**config.mk**
```make
export PLATFORM = sky130hd
export DESIGN_NAME = fetch_sequencer
export DESIGN_NICKNAME = d
export VERILOG_FILES = /design/src/rtl/fetch_sequencer.sv
export SDC_FILE = /design/constraint.sdc
export NUM_CORES = 1
export LEC_CHECK = 0
export BUFFER_PORTS_ARGS = -buffer_cell sky130_fd_sc_hd__buf_2
export CAP_MARGIN = 20
export CORE_ASPECT_RATIO = 1.4
export CORE_UTILIZATION = 41
export DETAILED_ROUTE_END_ITERATION = 6
export GPL_TIMING_DRIVEN = 0
export PLACE_DENSITY_LB_ADDON = 0.05
export SETUP_SLACK_MARGIN = 0.5
export SLEW_MARGIN = 20
export SYNTH_ARGS = -nofsm -noshare
export SYNTH_HDL_FRONTEND = slang
export SYNTH_SLANG_ARGS = --single-unit
```
**constraint.sdc**
```tcl
create_clock -name clk -period 1.4 [get_ports clk]
set_input_delay 0.07 -clock clk [delete_from_list [all_inputs] [get_ports clk]]
set_output_delay 0.07 -clock clk [all_outputs]
set_load 0.02 [all_outputs]
```
**src/rtl/fetch_sequencer.sv**
```systemverilog
`default_nettype none
//------------------------------------------------------------------------------
// Module   : fetch_sequencer
// Brief    : Program-ROM fetch/issue sequencer with run, step and halt control.
//            Optional build macro FETCH_SEQ_LOOP_EN: wrap pc past the last word
//            and keep fetching instead of halting at end-of-program.
// Revision : 1.0
//------------------------------------------------------------------------------
module fetch_sequencer #(
  parameter int ADDR_W = 3,
  parameter int DATA_W = 8
) (
  input  logic              clk,
  input  logic              rst_n,
  input  logic              start,
  input  logic              step,
  input  logic              halt_req,
  input  logic              jump_valid,
  input  logic [ADDR_W-1:0] jump_addr,
  output logic [ADDR_W-1:0] rom_addr,
  input  logic [DATA_W-1:0] rom_data,
  output logic [DATA_W-1:0] ir,
  output logic              ir_valid,
  input  logic              ir_ready,
  output logic [ADDR_W-1:0] pc,
  output logic              halted
);

  localparam logic [1:0] S_IDLE  = 2'd0;
  localparam logic [1:0] S_FETCH = 2'd1;
  localparam logic [1:0] S_ISSUE = 2'd2;
  localparam logic [1:0] S_HALT  = 2'd3;

`ifndef FETCH_SEQ_LOOP_EN
  localparam logic [ADDR_W-1:0] PC_LAST = '1;
`endif

  logic [1:0]        state_q, state_d;
  logic [ADDR_W-1:0] pc_q, pc_d;
  logic [DATA_W-1:0] ir_q, ir_d;
  logic              ir_valid_q, ir_valid_d;
  logic              halt_pend_q, halt_pend_d;
  logic              step_mode_q, step_mode_d;
  logic              handshake;
  logic              eop;

  always_comb begin
    state_d     = state_q;
    pc_d        = pc_q;
    ir_d        = ir_q;
    ir_valid_d  = ir_valid_q;
    halt_pend_d = halt_pend_q;
    step_mode_d = step_mode_q;
    handshake   = (state_q == S_ISSUE) && ir_valid_q && ir_ready;
`ifdef FETCH_SEQ_LOOP_EN
    eop         = 1'b0;
`else
    eop         = handshake && !jump_valid && (pc_q == PC_LAST);
`endif

    // A halt request seen while busy waits for the next issue boundary.
    if ((state_q == S_FETCH || state_q == S_ISSUE) && halt_req) begin
      halt_pend_d = 1'b1;
    end

    case (state_q)
      S_IDLE: begin
        if (halt_req) begin
          state_d = S_HALT;
        end else if (start) begin
          state_d     = S_FETCH;
          step_mode_d = 1'b0;
        end else if (step) begin
          state_d     = S_FETCH;
          step_mode_d = 1'b1;
        end
      end
      S_FETCH: begin
        ir_d       = rom_data;
        ir_valid_d = 1'b1;
        state_d    = S_ISSUE;
      end
      S_ISSUE: begin
        if (handshake) begin
          ir_valid_d = 1'b0;
          pc_d       = jump_valid ? jump_addr : pc_q + ADDR_W'(1);
          if (halt_pend_q || halt_req) begin
            state_d = S_HALT;
          end else if (step_mode_q) begin
            state_d = S_IDLE;
          end else if (eop) begin
            state_d = S_HALT;
          end else begin
            state_d = S_FETCH;
          end
        end
      end
      S_HALT: begin
        if (start) begin
          state_d     = S_FETCH;
          step_mode_d = 1'b0;
        end else if (step) begin
          state_d     = S_FETCH;
          step_mode_d = 1'b1;
        end
      end
      default: state_d = S_IDLE;
    endcase

    if (state_d == S_HALT && state_q != S_HALT) begin
      halt_pend_d = 1'b0;
    end
  end

  always_ff @(posedge clk or negedge rst_n) begin
    if (!rst_n) begin
      state_q     <= S_IDLE;
      pc_q        <= '0;
      ir_q        <= '0;
      ir_valid_q  <= 1'b0;
      halt_pend_q <= 1'b0;
      step_mode_q <= 1'b0;
    end else begin
      state_q     <= state_d;
      pc_q        <= pc_d;
      ir_q        <= ir_d;
      ir_valid_q  <= ir_valid_d;
      halt_pend_q <= halt_pend_d;
      step_mode_q <= step_mode_d;
    end
  end

  assign rom_addr = pc_q;
  assign pc       = pc_q;
  assign ir       = ir_q;
  assign ir_valid = ir_valid_q;
  assign halted   = (state_q == S_HALT);

endmodule
`default_nettype wire
```
==> flow_summary_export.csv, run 1 <==
group,metric,value,unit
global_route,antenna_found_initial,0,
clock_tree,numCtsBuffers,3,
timing,finalSetupViolCount,3,
die,die_area,2200,sq um
timing,tightestPinTransition,0.366,ns
clock_tree,cts_tree,"yes",
status,status,"complete, but fails checks",
place,gp_congestion,0.671,
timing,rsz0062_at_grt,"true",
place,portBuffers,33,
die,die_h,55.1,um
min_path,hold_path_class,"in2reg",
final_layout,fin_area,1540,sq um
worst_setup_path,crit_required,1.58,ns
clock_tree,cts_root_buf,"clkbuf_4",
clock_tree,cts.sinks,16,
timing,finalClockSkew,0.000739,ns
timing,fmax,669,MHz
pwr,p_per_area,2560,nW/um^2
global_route,grt.overflow.total,0,
global_route,grt_pass1_wl,3110,um
global_route,track_usage,21.4,%
job,maxCapViolCount,0,
detailed_routing,num_vias,781,
timing,whs,0.00269,ns
detailed_routing,routed_via_density,5.14,
worst_setup_path,critPathMaxFanout,4,
die,ios,34,
final_layout,drive_above_1_share,68.2,%
clock_tree,clk_latency,0.28,ns
final_layout,area_growth,86.5,%
worst_setup_path,reg2reg_slack,-0.09,ns
timing,setup_ws,-0.0938,ns
timing,hold_violations,0,
global_route,grt_pass1_vias,716,
logic_synthesis,syn_nets,98,
pwr,p_leak,0.000709,uW
worst_setup_path,endpoint_kind,"register",
logic_synthesis,synth-seq-area-share,48.4,%
final_layout,layout.nets,157,
global_route,grt_start_max_net_pins,17,
detailed_routing,wl_per_cell,15.4,um
logic_synthesis,syn_inst,74,
timing,slew_headroom,75.6,%
detailed_routing,drt-initial-drc-count,3,
status,violations,"negative setup slack",
timing,timing.final.crit_share,107,%
logic_synthesis,yosys_warnings,0,
detailed_routing,ant_nets,0,
detailed_routing,drc,0,
pwr,finalPower,3940,uW
final_layout,antenna_cells,0,
worst_setup_path,cp.arrival,1.67,ns
die,core,1820,sq um
detailed_routing,drtPass1Iterations,3,
clock_tree,clk_pin_slew,0.10,ns
die,start_util,45.3,%
worst_setup_path,cp-start-kind,"register",
clock_tree,htreeDepth,1,
timing,fin_crit,1.49,ns
die,rows,18,
logic_synthesis,syn-cell-area,827,sq um
place,hpwl,1310,um
logic_synthesis,synth_cell_type_count,24,
detailed_routing,wl,2350,um
logic_synthesis,synth_area_per_cell,11.2,sq um
timing,slew_violations,0,
place,placed_cell_area,1070,sq um
worst_setup_path,crit_type,"reg2reg",
logic_synthesis,synth_seq_cells,16,
die,die_w,40.0,um
clock_tree,clockBufferDepth,2,
pwr,vdd_drop_max,1.77,mV
[final cells by class]
cell class,count,area (sq um)
plain buffers,4,45.0
fillers,108,282
multi-input cells,50,532
flip-flops and latches,16,407
clock buffers,4,36.3
well taps,20,25.0
inverters,4,17.5
repair buffers,54,480
[synthesized netlist by cell type, drive strengths merged]
cell type / n / area, sq um
or3: 1 / 11.3
a21o: 2 / 16.3
buf: 4 / 27.5
a31oi: 2 / 18.8
nor2: 5 / 18.8
mux2i: 2 / 20.0
a311oi: 1 / 8.76
inv: 4 / 15.0
ha: 6 / 75.1
dfrtp: 16 / 400
o211ai: 1 / 7.51
nor3b: 1 / 7.51
mux2: 8 / 90.1
nand2: 4 / 15.0
a21oi: 7 / 38.8
o21ai: 5 / 25.0
nand3: 2 / 10.0
a22o: 1 / 8.76
nand2b: 2 / 12.5
[sequential cells by signal, indices dropped and copies added, names as in the netlist]
signal	flops
state_q	2
pc	3
halt_pend_q	1
ir_valid	1
step_mode_q	1
ir	8
[report_power, final]
part           leakage, uW  internal, uW  switching [uW]
Clock            0.0000210           158             148
Sequential        0.000184           714             244
Combinational     0.000504          1540            1140
[critical path, cell delays in order, from the launching register on]
cell	delay [ns]
dfrtp_1	0.44
buf_6	0.15
ha_4	0.17
a311oi_2	0.26
o211ai_1	0.13
a22o_1	0.23
[cells in the final DEF, fill, tap and decap left out, types with 2 or more instances in the layout]
| cell | n |
|---|---|
| nand2_1 | 2 |
| dfrtp_2 | 5 |
| o21ai_1 | 5 |
| mux2_4 | 8 |
| buf_6 | 30 |
| clkbuf_4 | 3 |
| inv_2 | 3 |
| dlygate4sd3_1 | 5 |
| nand2b_1 | 2 |
| nand2_2 | 2 |
| ha_4 | 5 |
| buf_2 | 17 |
| a21oi_1 | 5 |
| mux2i_1 | 2 |
| buf_4 | 5 |
| dfrtp_1 | 11 |
| nor2_1 | 4 |
[final timing paths]
| kind | start | end | depth (start not counted) |
|---|---|---|---|
| max | state_q[1] | state_q[1] | 5 |
| min | ir_ready | ir_valid | 2 |
| max reg2reg | state_q[1] | state_q[1] | 5 |
| min reg2reg | ir[7] | ir[7] | 1 |
| max in group asynchronous | rst_n | state_q[0] | 2 |
| min in group asynchronous | rst_n | ir[3] | 2 |
[through the flow]
stage,TNS [ns],setup slack (ns),util [%],instances
after floorplan,-0.0585,-0.0355,-,74
after global placement,-0.339,-0.168,58.5,127
after detailed placement,-0.420,-0.208,58.5,127
after CTS,-0.0670,-0.0355,74.6,147
after global routing,-0.389,-0.166,84.6,152
final,-0.192,-0.0938,84.6,152
[per-layer routing]
| layer | vias to the layer above | share of wire, % | track usage [%] |
|---|---|---|---|
| met3 | 4 | 2.6 | 3.60 |
| met5 | - | 0 | 0 |
| met4 | 0 | 1.9 | 12.1 |
| li1 | 373 | - | - |
| met2 | 17 | 56 | 36.8 |
| met1 | 387 | 39 | 24.0 |
[logic make-up after synthesis]
logic type	Yosys count	share of synthesized area, %
adder cells (fa/ha/maj)	6	9.08
multiplexers	10	13.3
AND/OR/NAND/NOR	15	9.08
AO/OA/AOI/OAI	19	15.0
buffers and inverters	8	5.14
flip-flops	16	48.4
[what timing repair did]
| action | in CTS | in global routing |
|---|---|---|
| resized for setup | 39 | 40 |
| endpoints found under the setup margin | 32 | 32 |
| pin swaps | 8 | 5 |
| gates cloned | 0 | 0 |
| setup buffers | 14 | 2 |
| endpoints found under the hold margin | 17 | 3 |
| hold buffers | 2 | 3 |
No activity file was read; power rests on OpenSTA's default activity.
==> run 2: changes to the inputs <==
==> constraint.sdc (replaced) <==
create_clock -name clk -period 1.4 [get_ports clk]
set_input_delay 0.35 -clock clk [delete_from_list [all_inputs] [get_ports clk]]
set_output_delay 0.35 -clock clk [all_outputs]
set_load 0.02 [all_outputs]
==> flow_summary_export.csv, run 2 (synthesis gave the netlist of run 1 again) <==
group,metric,value,unit
timing,fin_crit,1.49,ns
timing,whs,0.264,ns
detailed_routing,routed_via_density,5.22,
final_layout,area_growth,71.6,%
place,hpwl,1340,um
global_route,grt_pass1_vias,742,
die,die_w,40.0,um
clock_tree,cts_tree,"yes",
worst_setup_path,crit_required,1.58,ns
die,start_util,45.3,%
global_route,track_usage,21.5,%
pwr,p_switching,1430,uW
detailed_routing,drc,0,
final_layout,drive_above_1_share,71.0,%
clock_tree,clk_pin_slew,0.09,ns
timing,rsz0062_at_grt,"true",
clock_tree,clockBufferDepth,2,
timing,finalSetupViolCount,3,
final_layout,final_common_cell,"buf_6",
die,rows,18,
pwr,combPwrFrac,64.1,%
die,die_area,2200,sq um
worst_setup_path,crit_type,"reg2reg",
die,die_h,55.1,um
detailed_routing,wl,2090,um
worst_setup_path,endpoint_kind,"register",
timing,finalClockSkew,0.0121,ns
clock_tree,cts_root_buf,"clkbuf_4",
job,maxCapViolCount,0,
timing,slew_violations,0,
pwr,clockPowerShare,8.9,%
timing,setup_ws,-0.0899,ns
final_layout,layout.nets,149,
worst_setup_path,critPathMaxFanout,5,
worst_setup_path,reg2reg_from,"state_q[1]",
place,gp_congestion,0.684,
min_path,min_from,"start",
timing,hold_violations,0,
pwr,intPower,2170,uW
worst_setup_path,cp-start-kind,"register",
pwr,finalPower,3600,uW
timing,fmax,671,MHz
global_route,antenna_found_initial,0,
pwr,seq_power_share,27.0,%
die,ios,34,
pwr,p_leak,0.000635,uW
detailed_routing,wl_per_cell,14.5,um
clock_tree,htreeDepth,1,
timing,tightestPinTransition,0.267,ns
timing,timing.final.crit_share,106,%
clock_tree,numCtsBuffers,3,
clock_tree,clk_latency,0.30,ns
place,portBuffers,33,
detailed_routing,num_vias,751,
detailed_routing,drtPass1Iterations,4,
worst_setup_path,cp.arrival,1.67,ns
timing,slew_headroom,82.1,%
final_layout,nFillCells,132,
min_path,hold_path_class,"in2reg",
pwr,p_per_area,2540,nW/um^2
global_route,grt_start_max_net_pins,17,
status,status,"complete, but fails checks",
die,core,1820,sq um
clock_tree,cts.sinks,16,
pwr,netSwitchingFraction,39.7,%
final_layout,largest_register_ffs,8,
final_layout,antenna_cells,0,
status,violations,"negative setup slack",
worst_setup_path,crit_path_start,"state_q[1]",
pwr,vdd_drop_max,1.51,mV
final_layout,final_cell_mix,"buf_6, buf_2, dfrtp_1, mux2_2, buf_4",
global_route,grt.overflow.total,0,
detailed_routing,ant_nets,0,
global_route,grt_pass1_wl,3130,um
detailed_routing,drt-initial-drc-count,4,
==> run 2: cell types whose count changed in the layout (fill, tap and decap cells not counted), moves of 2 or more <==
cell,previous run,this run
buf_6,30,22
mux2_2,0,8
mux2_4,8,0
dlygate4sd3_1,5,1
buf_4,5,8
inv_1,0,2
o21ai_1,5,3
o21ai_2,0,2
==> run 2: worst paths after layout <==
| check | slack [ns] | cells after the start | endpoint |
|---|---|---|---|
| worst max-delay path | -0.09 | 6 | state_q[1] |
| worst min-delay path | 0.26 | 2 | step_mode_q |
| worst max register to register | -0.09 | 6 | state_q[1] |
| worst min register to register | 0.54 | 1 | ir[4] |
| max in group asynchronous | 0.70 | 2 | state_q[0] |
| min in group asynchronous | 0.48 | 2 | ir[5] |
==> run 2: metrics by stage <==
stage / TNS (ns) / cell area, sq um / utilization, % / setup WS, ns / instances
floorplan: -0.0585 / 890 / - / -0.0355 / 74
global placement: -0.279 / 1080 / 59.2 / -0.159 / 127
global route: -0.622 / 1420 / 77.8 / -0.141 / 144
finish: -0.131 / 1420 / 77.8 / -0.0899 / 144
detailed placement: -0.310 / 1080 / 59.2 / -0.165 / 127
CTS: -0.115 / 1360 / 74.6 / -0.0654 / 140
==> run 2: power groups by stage <==
stage                     sequential (uW)  combinational [uW]  clock (uW)
final                                 970                2310         321
after global routing                  996                2480         355
after CTS                             967                2140         322
after detailed placement              924                1510           0
after global placement                903                1470           0
after floorplan                      1100                 893           0
==> run 2: repair_timing <==
item | 4_1_cts | 5_1_grt
hold buffers | 1 | 0
endpoints found under the setup margin | 32 | 36
gates resized for setup | 47 | 10
pin swaps | 4 | 3
buffers inserted | 8 | 4
hold endpoints to repair | 16 | 0
==> run 2: per-layer routing <==
metal  vias up  track usage (%)  wire length, um
li1        361                -                -
met1       368             24.2              778
met2        19             38.4             1190
met3         3             5.20               91
met4         0             6.90               21
met5         -                0                0
==> run 2: area by class of cell <==
type | count | area (sq um) | area share (%)
tap | 20 | 25.0 | 1.76
clock buffer | 4 | 36.3 | 2.56
buffer | 4 | 45.0 | 3.17
sequential | 16 | 407 | 28.7
timing repair buffer | 46 | 385 | 27.2
inverter | 4 | 15.0 | 1.06
multi-input combinational | 50 | 505 | 35.6
==> run 2: worst max-delay path, cell delays in order, from the launching register on <==
cell and delay, ns:
dfrtp_2 0.46, inv_2 0.06, ha_2 0.17, buf_6 0.12, a311oi_2 0.21, o211ai_1 0.14
a22o_1 0.23
